$ cat config.mk
export PLATFORM = sky130hd
export DESIGN_NAME = step_clock_ctrl
export DESIGN_NICKNAME = d
export VERILOG_FILES = /design/src/rtl/step_clock_ctrl.sv
export SDC_FILE = /design/constraint.sdc
export NUM_CORES = 1
export LEC_CHECK = 0
export BUFFER_PORTS_ARGS = -buffer_cell sky130_fd_sc_hd__buf_2
export CORE_MARGIN = 2
export CORE_UTILIZATION = 46
export DETAILED_ROUTE_END_ITERATION = 6
export GPL_ROUTABILITY_DRIVEN = 1
export PLACE_DENSITY = 0.72
export SLEW_MARGIN = 5
export SYNTH_ARGS = -nofsm -noshare
export SYNTH_HDL_FRONTEND = slang
export SYNTH_SLANG_ARGS = --single-unit
$ cat constraint.sdc
create_clock -name clk -period 6.1 [get_ports clk]
set_input_delay 1.22 -clock clk [delete_from_list [all_inputs] [get_ports clk]]
set_output_delay 1.22 -clock clk [all_outputs]
set_load 0.03 [all_outputs]
$ cat src/rtl/step_clock_ctrl.sv
// -----------------------------------------------------------------------------
// step_clock_ctrl
//
// Purpose:
//   Drives the CPU from the 50 MHz board clock with a one-cycle clock-enable
//   pulse instead of a derived clock. The processor either free-runs at a
//   fixed divided rate (RUN) or advances one step for each debounced press of
//   the step button (STEP). The mode button toggles between the two. A step
//   counter reports how many enable pulses have been issued since reset.
//
// Ports:
//   clk         in   50 MHz board clock
//   rst         in   synchronous, active-high reset
//   key_step_n  in   raw step button, active low, asynchronous to clk
//   key_mode_n  in   raw mode button, active low, asynchronous to clk
//   cpu_en      out  one-clk-wide enable pulse to the CPU pipeline
//   run_mode    out  1 = RUN, 0 = STEP
//   step_count  out  [CNT_W-1:0] cpu_en pulses issued since reset (wraps)
//
// Parameters:
//   DEBOUNCE_CYCLES  consecutive stable cycles needed to accept a key change
//   RUN_PERIOD       clk cycles between cpu_en pulses in RUN mode
//   CNT_W            width of step_count
//
// Build option:
//   STEP_CTRL_AUTOREPEAT_EN  when defined, holding the step key in STEP mode
//                            auto-repeats: after the key has stayed down for
//                            8*DEBOUNCE_CYCLES cycles past its press, an extra
//                            pulse is issued every DEBOUNCE_CYCLES cycles until
//                            release. A mode press cancels the repeat. When
//                            undefined, each press gives exactly one pulse and
//                            the repeat counter does not exist.
// -----------------------------------------------------------------------------
module step_clock_ctrl #(
  parameter int DEBOUNCE_CYCLES = 1000000,
  parameter int RUN_PERIOD      = 33554432,
  parameter int CNT_W           = 16
) (
  input  logic             clk,
  input  logic             rst,
  input  logic             key_step_n,
  input  logic             key_mode_n,
  output logic             cpu_en,
  output logic             run_mode,
  output logic [CNT_W-1:0] step_count
);

  localparam int DEB_W = (DEBOUNCE_CYCLES > 1) ? $clog2(DEBOUNCE_CYCLES) : 1;
  localparam int DIV_W = (RUN_PERIOD > 1) ? $clog2(RUN_PERIOD) : 1;

  localparam logic [DEB_W-1:0] DEB_LAST = DEB_W'(DEBOUNCE_CYCLES - 1);
  localparam logic [DIV_W-1:0] DIV_LAST = DIV_W'(RUN_PERIOD - 1);

  // Key index 0 is the step button, index 1 the mode button.
  localparam int KEY_STEP = 0;
  localparam int KEY_MODE = 1;

  typedef enum logic {
    ST_STEP = 1'b0,
    ST_RUN  = 1'b1
  } mode_state_e;

  logic [1:0]       raw_keys;
  logic [1:0]       sync_p0;
  logic [1:0]       sync_p1;
  logic [1:0]       stable;
  logic [1:0]       stable_d;
  logic [DEB_W-1:0] deb_cnt [2];
  logic [1:0]       press;

  logic             step_evt;
  logic             mode_evt;
  logic             rpt_fire;

  mode_state_e      state;
  mode_state_e      state_nxt;
  logic [DIV_W-1:0] div_cnt;
  logic [DIV_W-1:0] div_nxt;
  logic             en_nxt;

  assign raw_keys = {key_mode_n, key_step_n};

  // ---- Stage p0/p1: two-flop synchronizer, keys idle high ----
  always_ff @(posedge clk) begin
    if (rst) begin
      sync_p0 <= 2'b11;
      sync_p1 <= 2'b11;
    end else begin
      sync_p0 <= raw_keys;
      sync_p1 <= sync_p0;
    end
  end

  // ---- Debounce: accept a level only after DEBOUNCE_CYCLES mismatches ----
  // The counter tracks how long the synced level has disagreed with the
  // accepted level; any agreement restarts it, so short glitches never land.
  always_ff @(posedge clk) begin
    if (rst) begin
      stable   <= 2'b11;
      stable_d <= 2'b11;
      for (int k = 0; k < 2; k++) begin
        deb_cnt[k] <= '0;
      end
    end else begin
      stable_d <= stable;
      for (int k = 0; k < 2; k++) begin
        if (sync_p1[k] == stable[k]) begin
          deb_cnt[k] <= '0;
        end else if (deb_cnt[k] == DEB_LAST) begin
          stable[k]  <= sync_p1[k];
          deb_cnt[k] <= '0;
        end else begin
          deb_cnt[k] <= deb_cnt[k] + DEB_W'(1);
        end
      end
    end
  end

  // A press is the cycle right after the accepted level falls; releases are
  // deliberately ignored.
  assign press    = stable_d & ~stable;
  assign step_evt = press[KEY_STEP];
  assign mode_evt = press[KEY_MODE];

`ifdef STEP_CTRL_AUTOREPEAT_EN
  localparam int RPT_W = $clog2(8 * DEBOUNCE_CYCLES + 1);
  localparam logic [RPT_W-1:0] RPT_HOLD_LAST = RPT_W'(8 * DEBOUNCE_CYCLES - 1);
  localparam logic [RPT_W-1:0] RPT_RATE_LAST = RPT_W'(DEBOUNCE_CYCLES - 1);

  logic             rpt_arm;
  logic             rpt_fast;
  logic [RPT_W-1:0] rpt_cnt;
  logic             rpt_due;

  // The first repeat waits the long hold delay; later ones use the short rate.
  assign rpt_due  = rpt_fast ? (rpt_cnt == RPT_RATE_LAST)
                             : (rpt_cnt == RPT_HOLD_LAST);
  assign rpt_fire = rpt_arm && rpt_due && (state == ST_STEP) && !stable[KEY_STEP];

  always_ff @(posedge clk) begin
    if (rst) begin
      rpt_arm  <= 1'b0;
      rpt_fast <= 1'b0;
      rpt_cnt  <= '0;
    end else if (mode_evt || (state != ST_STEP) || stable[KEY_STEP]) begin
      rpt_arm  <= 1'b0;
      rpt_fast <= 1'b0;
      rpt_cnt  <= '0;
    end else if (step_evt) begin
      rpt_arm  <= 1'b1;
      rpt_fast <= 1'b0;
      rpt_cnt  <= '0;
    end else if (rpt_arm) begin
      if (rpt_due) begin
        rpt_cnt  <= '0;
        rpt_fast <= 1'b1;
      end else begin
        rpt_cnt  <= rpt_cnt + RPT_W'(1);
      end
    end
  end
`else
  assign rpt_fire = 1'b0;
`endif

  // ---- Mode FSM and divider: next-state logic ----
  always_comb begin
    state_nxt = state;
    div_nxt   = div_cnt;
    en_nxt    = 1'b0;
    if (mode_evt) begin
      // A mode press wins over a same-cycle step press and over a divider
      // wrap, so switching modes never emits a pulse.
      state_nxt = (state == ST_RUN) ? ST_STEP : ST_RUN;
      div_nxt   = '0;
    end else if (state == ST_RUN) begin
      if (div_cnt == DIV_LAST) begin
        div_nxt = '0;
        en_nxt  = 1'b1;
      end else begin
        div_nxt = div_cnt + DIV_W'(1);
      end
    end else begin
      div_nxt = '0;
      en_nxt  = step_evt | rpt_fire;
    end
    // Back-to-back enables are never allowed, whatever the parameters.
    if (cpu_en) begin
      en_nxt = 1'b0;
    end
  end

  // ---- Registered state, enable pulse and step counter ----
  always_ff @(posedge clk) begin
    if (rst) begin
      state      <= ST_STEP;
      div_cnt    <= '0;
      cpu_en     <= 1'b0;
      step_count <= '0;
    end else begin
      state      <= state_nxt;
      div_cnt    <= div_nxt;
      cpu_en     <= en_nxt;
      step_count <= step_count + {{(CNT_W-1){1'b0}}, cpu_en};
    end
  end

  assign run_mode = (state == ST_RUN);

endmodule

# Word level (Yosys, flattened, before mapping)
# Memories as Yosys holds them, arrays and structs flattened.
# Cells that the tools add are included.
# W data, S select, Z words.
# totals
regBits,51
ram_bits,40
input_bits,4
output_inout_bits,18
elab_cells,67
mem_count,1
# mem_list
memory,depth,width,read_ports,rd_clocked_by_memory_dff,write_ports,line,source
deb_cnt,2,20,2,0,2,68,logic [DEB_W-1:0] deb_cnt [2];
# classes
add_sub_neg,4
n_eq_ne,5
n_mux,33
bitwise,11
n_reduce_logical,4
# ops
cell,count
$mux W20,6
$add A20 B1 Y20 const B,2
$eq A20 B20 Y1 const B,2
$mux W1,27
$add A25 B1 Y25 const B,1
$eq A25 B25 Y1 const B,1
$add A16 B1 Y16,1
$or A1 B1 Y1,6
$reduce_and A2 Y1,2
$reduce_or A4 Y1,1
$not A1 Y1,3
$reduce_or A3 Y1,1
$and A2 B2 Y2,1
$eq A1 B1 Y1,2
$not A2 Y2,1

# Logic depth before layout (Yosys ltp)
# An unclocked memory read counts as a cell.
# depth
ltp_word,8
ltp_mapped,7
mapped_depth_nobuf,6

# Worst setup path before layout
# Ideal clock, no wire load.
# synth_timing
path_kind,input-to-reg
startpoint,input port rst
endpoint,register div_cnt[10]
setup_ns,0.117
arrival_ns,2.288
t_required_ns,5.983
slack_ns,3.694
stages,7
n_path_buf,3
path_cell_list,clkbuf_1 -> inv_1 -> nand3b_1 -> a41o_1 -> buf_2 -> buf_2 -> nor2_1
# synth_via
elab_chain_cells,1
# synth_lines
element,line,source
"start, declared",40,"input logic rst,"
$reduce_or A4 Y1 (no line),-,
"end signal, assigned",202,div_cnt <= div_nxt;
"end, declared",77,logic [DIV_W-1:0] div_cnt;
# Every way passes these cells.
# A chain may end at the register's enable or synchronous reset.

# Final worst setup path
# Same ends and word-level chain as after synthesis.

==> key figures <==
Power and ir drop
  • Psw: 0.2540 mW
  • Combinational cell fraction of total power: 0.026
  • Static Leakage: 1.647 nW
  • Peak supply drop: 119.4 µV
  • Reg power frac: 0.591
  • Internal power: 0.8622 mW
  • Pwr Total: roughly 1.1 mW
  • Pwr per Cell Area: between 200 and 250 nW/µm²
  • Clk network pwr share: 0.383
  • Sw Share: 0.2276

Finish
  • FF/Latch Area: 2222 µm²
  • Commonest non-fill, non-tap cell in the layout: nor2_1
  • Layout cells sized above 1: 0.1100
  • Filler cell count: approximately 830
  • Area growth syn-to-layout: 12.41%
  • Area occupied by multi-input gates: 2168 µm²
  • Most frequent cells in the layout: 60 x nor2_1, 51 x dfxtp_1, 40 x edfxtp_1, 40 x conb_1, 33 x nand3_1
  • Fin cells: 647
  • # diodes: 0
  • Final net count: between 500 and 600
  • Final Util: 0.5347
  • Final Cell Area: 4941 µm²

GRT
  • Initial antenna violation count: 0
  • First-pass GRT wire length: 13970 µm
  • GRT Util Overall: 0.1681
  • Gr ovfl total: 0
  • Pin count of the biggest net entering global routing: 29
  • Number of global-route vias before repair: 3062

Clock tree
  • Clock buffer depth: 2
  • H-tree levels: 3
  • Root buffer cell: clkbuf_8
  • Inserted Clock Buffers: 9
  • CTS tree: done
  • Post-CTS sizing: 0
  • Buffer count from post-CTS setup fixing: 0
  • Clock Latency Late Sink: 0.36 ns
  • Cts-stage hold buffer count: 0
  • Reg clk slew, reported paths: 0.09 ns
  • Clk sink count: 91

Floorplanning
  • Full die area: 10350 µm²
  • # IOs: 22
  • Die W: slightly above 100 µm
  • Rows: 35
  • Starting Density: 0.4757
  • Core footprint: around 9200 µm²
  • Die height: 101.8 µm

Synthesis
  • Register area share after synthesis: 0.5056
  • Syn Inst Count: 458
  • Post-synthesis mux area share: 0.002562
  • Synth cell types: between 40 and 50
  • Xor and xnor area share after synthesis: 0.1016
  • Top cell type's share of synthesized area: 0.2733
  • Top_reg_cell synth: dfxtp_1
  • Main combinational cell family by area after synthesis: simple AND/OR/NAND/NOR gates
  • Ys Warns: 0
  • Yosys reg bits: 91
  • Synth top area cells: edfxtp_1 27%, dfxtp_1 23%, xnor2_1 6.2%, nor2_1 5.1%, xor2_1 4.0%
  • Number of synthesized flops with an enable pin: 40
  • Synth Area in Adders: 0.01423
  • Ys async rst share: 0
  • Mapped Area: 4395 µm²
  • Post-synth top area cell: edfxtp_1
  • Syn_area_per_cell: about 9.6 µm²
  • Post-synthesis simple-gate area fraction: 0.2630
  • Compound-cell area share of the yosys netlist: 0.07771

Detailed routing
  • First-pass DRT Iterations: 4
  • Vias/cell: 5.102
  • Routed len/inst: 12.33 µm
  • DR iter-0 viols: 176
  • DRC: 0
  • Drt total wl: 7975 µm
  • Via count: 3301
  • Final ANT Viol Nets: 0

Timing
  • RSZ-0062 raised after global routing: no
  • Final hold violations: 0
  • Final Slew Violations: 0
  • Hold WS: 0.4189 ns
  • PnR worst setup slack: between 3 and 4 ns
  • Worst Tran Pin Value: 0.6265 ns
  • Final Setup Violations: 0
  • Rel. slew slack: 0.5823
  • Tmin final: 2.535 ns
  • Max Freq: 394.5 MHz
  • Skew final: 0.01583 ns
  • Post-route setup TNS: 0 ns
  • Final cycle utilization of the critical path: 0.4156

Placed design
  • Area after DPL: 4728 µm²
  • Detailed Place HPWL: 5658 µm
  • I/O Buffers: 21
  • Last weighted congestion value of the routability-driven placer: 0.8122
  • DP Cell Count: 631
  • Placement Setup Slack: 3.177 ns

Hold path
  • HP Class: reg2reg

Setup path
  • Critical Path Start Type: primary input
  • CP Class: in2reg
  • Required time worst endpoint: 6.33 ns
  • Arr. time, crit path: 2.76 ns
  • CP max FO: 28
  • Nature of the critical path endpoint: flop

Outcome
  • Status: completed

Flow run
  • Max-cap violation count: 0
[cells in the mapped netlist (5+ instances only)]
library cell,instances
nor2_1,60
dfxtp_1,51
edfxtp_1,40
nand3_1,33
xnor2_1,31
a21oi_1,26
nand2_1,25
xor2_1,20
inv_1,19
or3_1,19
o21ai_0,16
or4_1,14
nand4_1,13
nor3_1,11
or2_2,11
clkbuf_1,10
nor4_1,10
o31ai_1,8
ha_1,5
[critical path, stage by stage]
cell and delay (ns):
buf_2 0.38, inv_1 0.17, nand3b_1 0.31, a41o_1 0.55
nor2_1 0.11
[metal layers]
layer | vias up | track usage | part of all wire
met5 | - | 0 | 0
met2 | 35 | 0.2854 | 0.50
met1 | 1552 | 0.2092 | 0.46
li1 | 1702 | - | -
met4 | 0 | 0.07069 | 0.018
met3 | 12 | 0.03175 | 0.020
[cell type report]
| class | count | share of cell area |
|---|---|---|
| clock inverter | 4 | 0.007090 |
| sequential | 91 | 0.4497 |
| multi-input combinational | 371 | 0.4388 |
| timing repair buffer | 21 | 0.02127 |
| clock buffer | 12 | 0.03596 |
| inverter | 19 | 0.01443 |
| tap | 129 | 0.03267 |
[power by group through the flow]
stage	clock [mW]	combinational (mW)	sequential (mW)
5_1_grt	0.465	0.0342	0.662
4_1_cts	0.439	0.0286	0.660
3_5_place_dp	0	0.0284	0.674
2_1_floorplan	0	0.0246	0.670
6_report	0.427	0.0291	0.660
3_3_place_gp	0	0.0275	0.673
[logic make-up after synthesis]
logic type	count (synthesis)
mux	1
simple gates	218
compound gates	56
other cells	1
fa+ha+maj	5
xor+xnor	51
flops	91
buf+inv	35
[registers in the layout, indices dropped and copies added, names as in the netlist]
register	cells
step_count	16
sync_p0	2
sync_p1	2
stable	2
run_mode	1
stable_d	2
deb_cnt	40
div_cnt	25
cpu_en	1
[path summary, 6_finish.rpt]
kind | from | end | slack (ns) | cells after the start
hold / removal | sync_p0[0]$_SDFF_PP1_ | sync_p1[0]$_SDFF_PP1_ | 0.42 | 1
setup reg to reg | deb_cnt[1][15]$_SDFFCE_PN0P_ | deb_cnt[1][4]$_SDFFCE_PN0P_ | 3.71 | 4
hold reg to reg | sync_p0[0]$_SDFF_PP1_ | sync_p1[0]$_SDFF_PP1_ | 0.42 | 1
setup / recovery | rst | div_cnt[10]$_SDFF_PP0_ | 3.56 | 5
(Power assumes the default switching activity.)
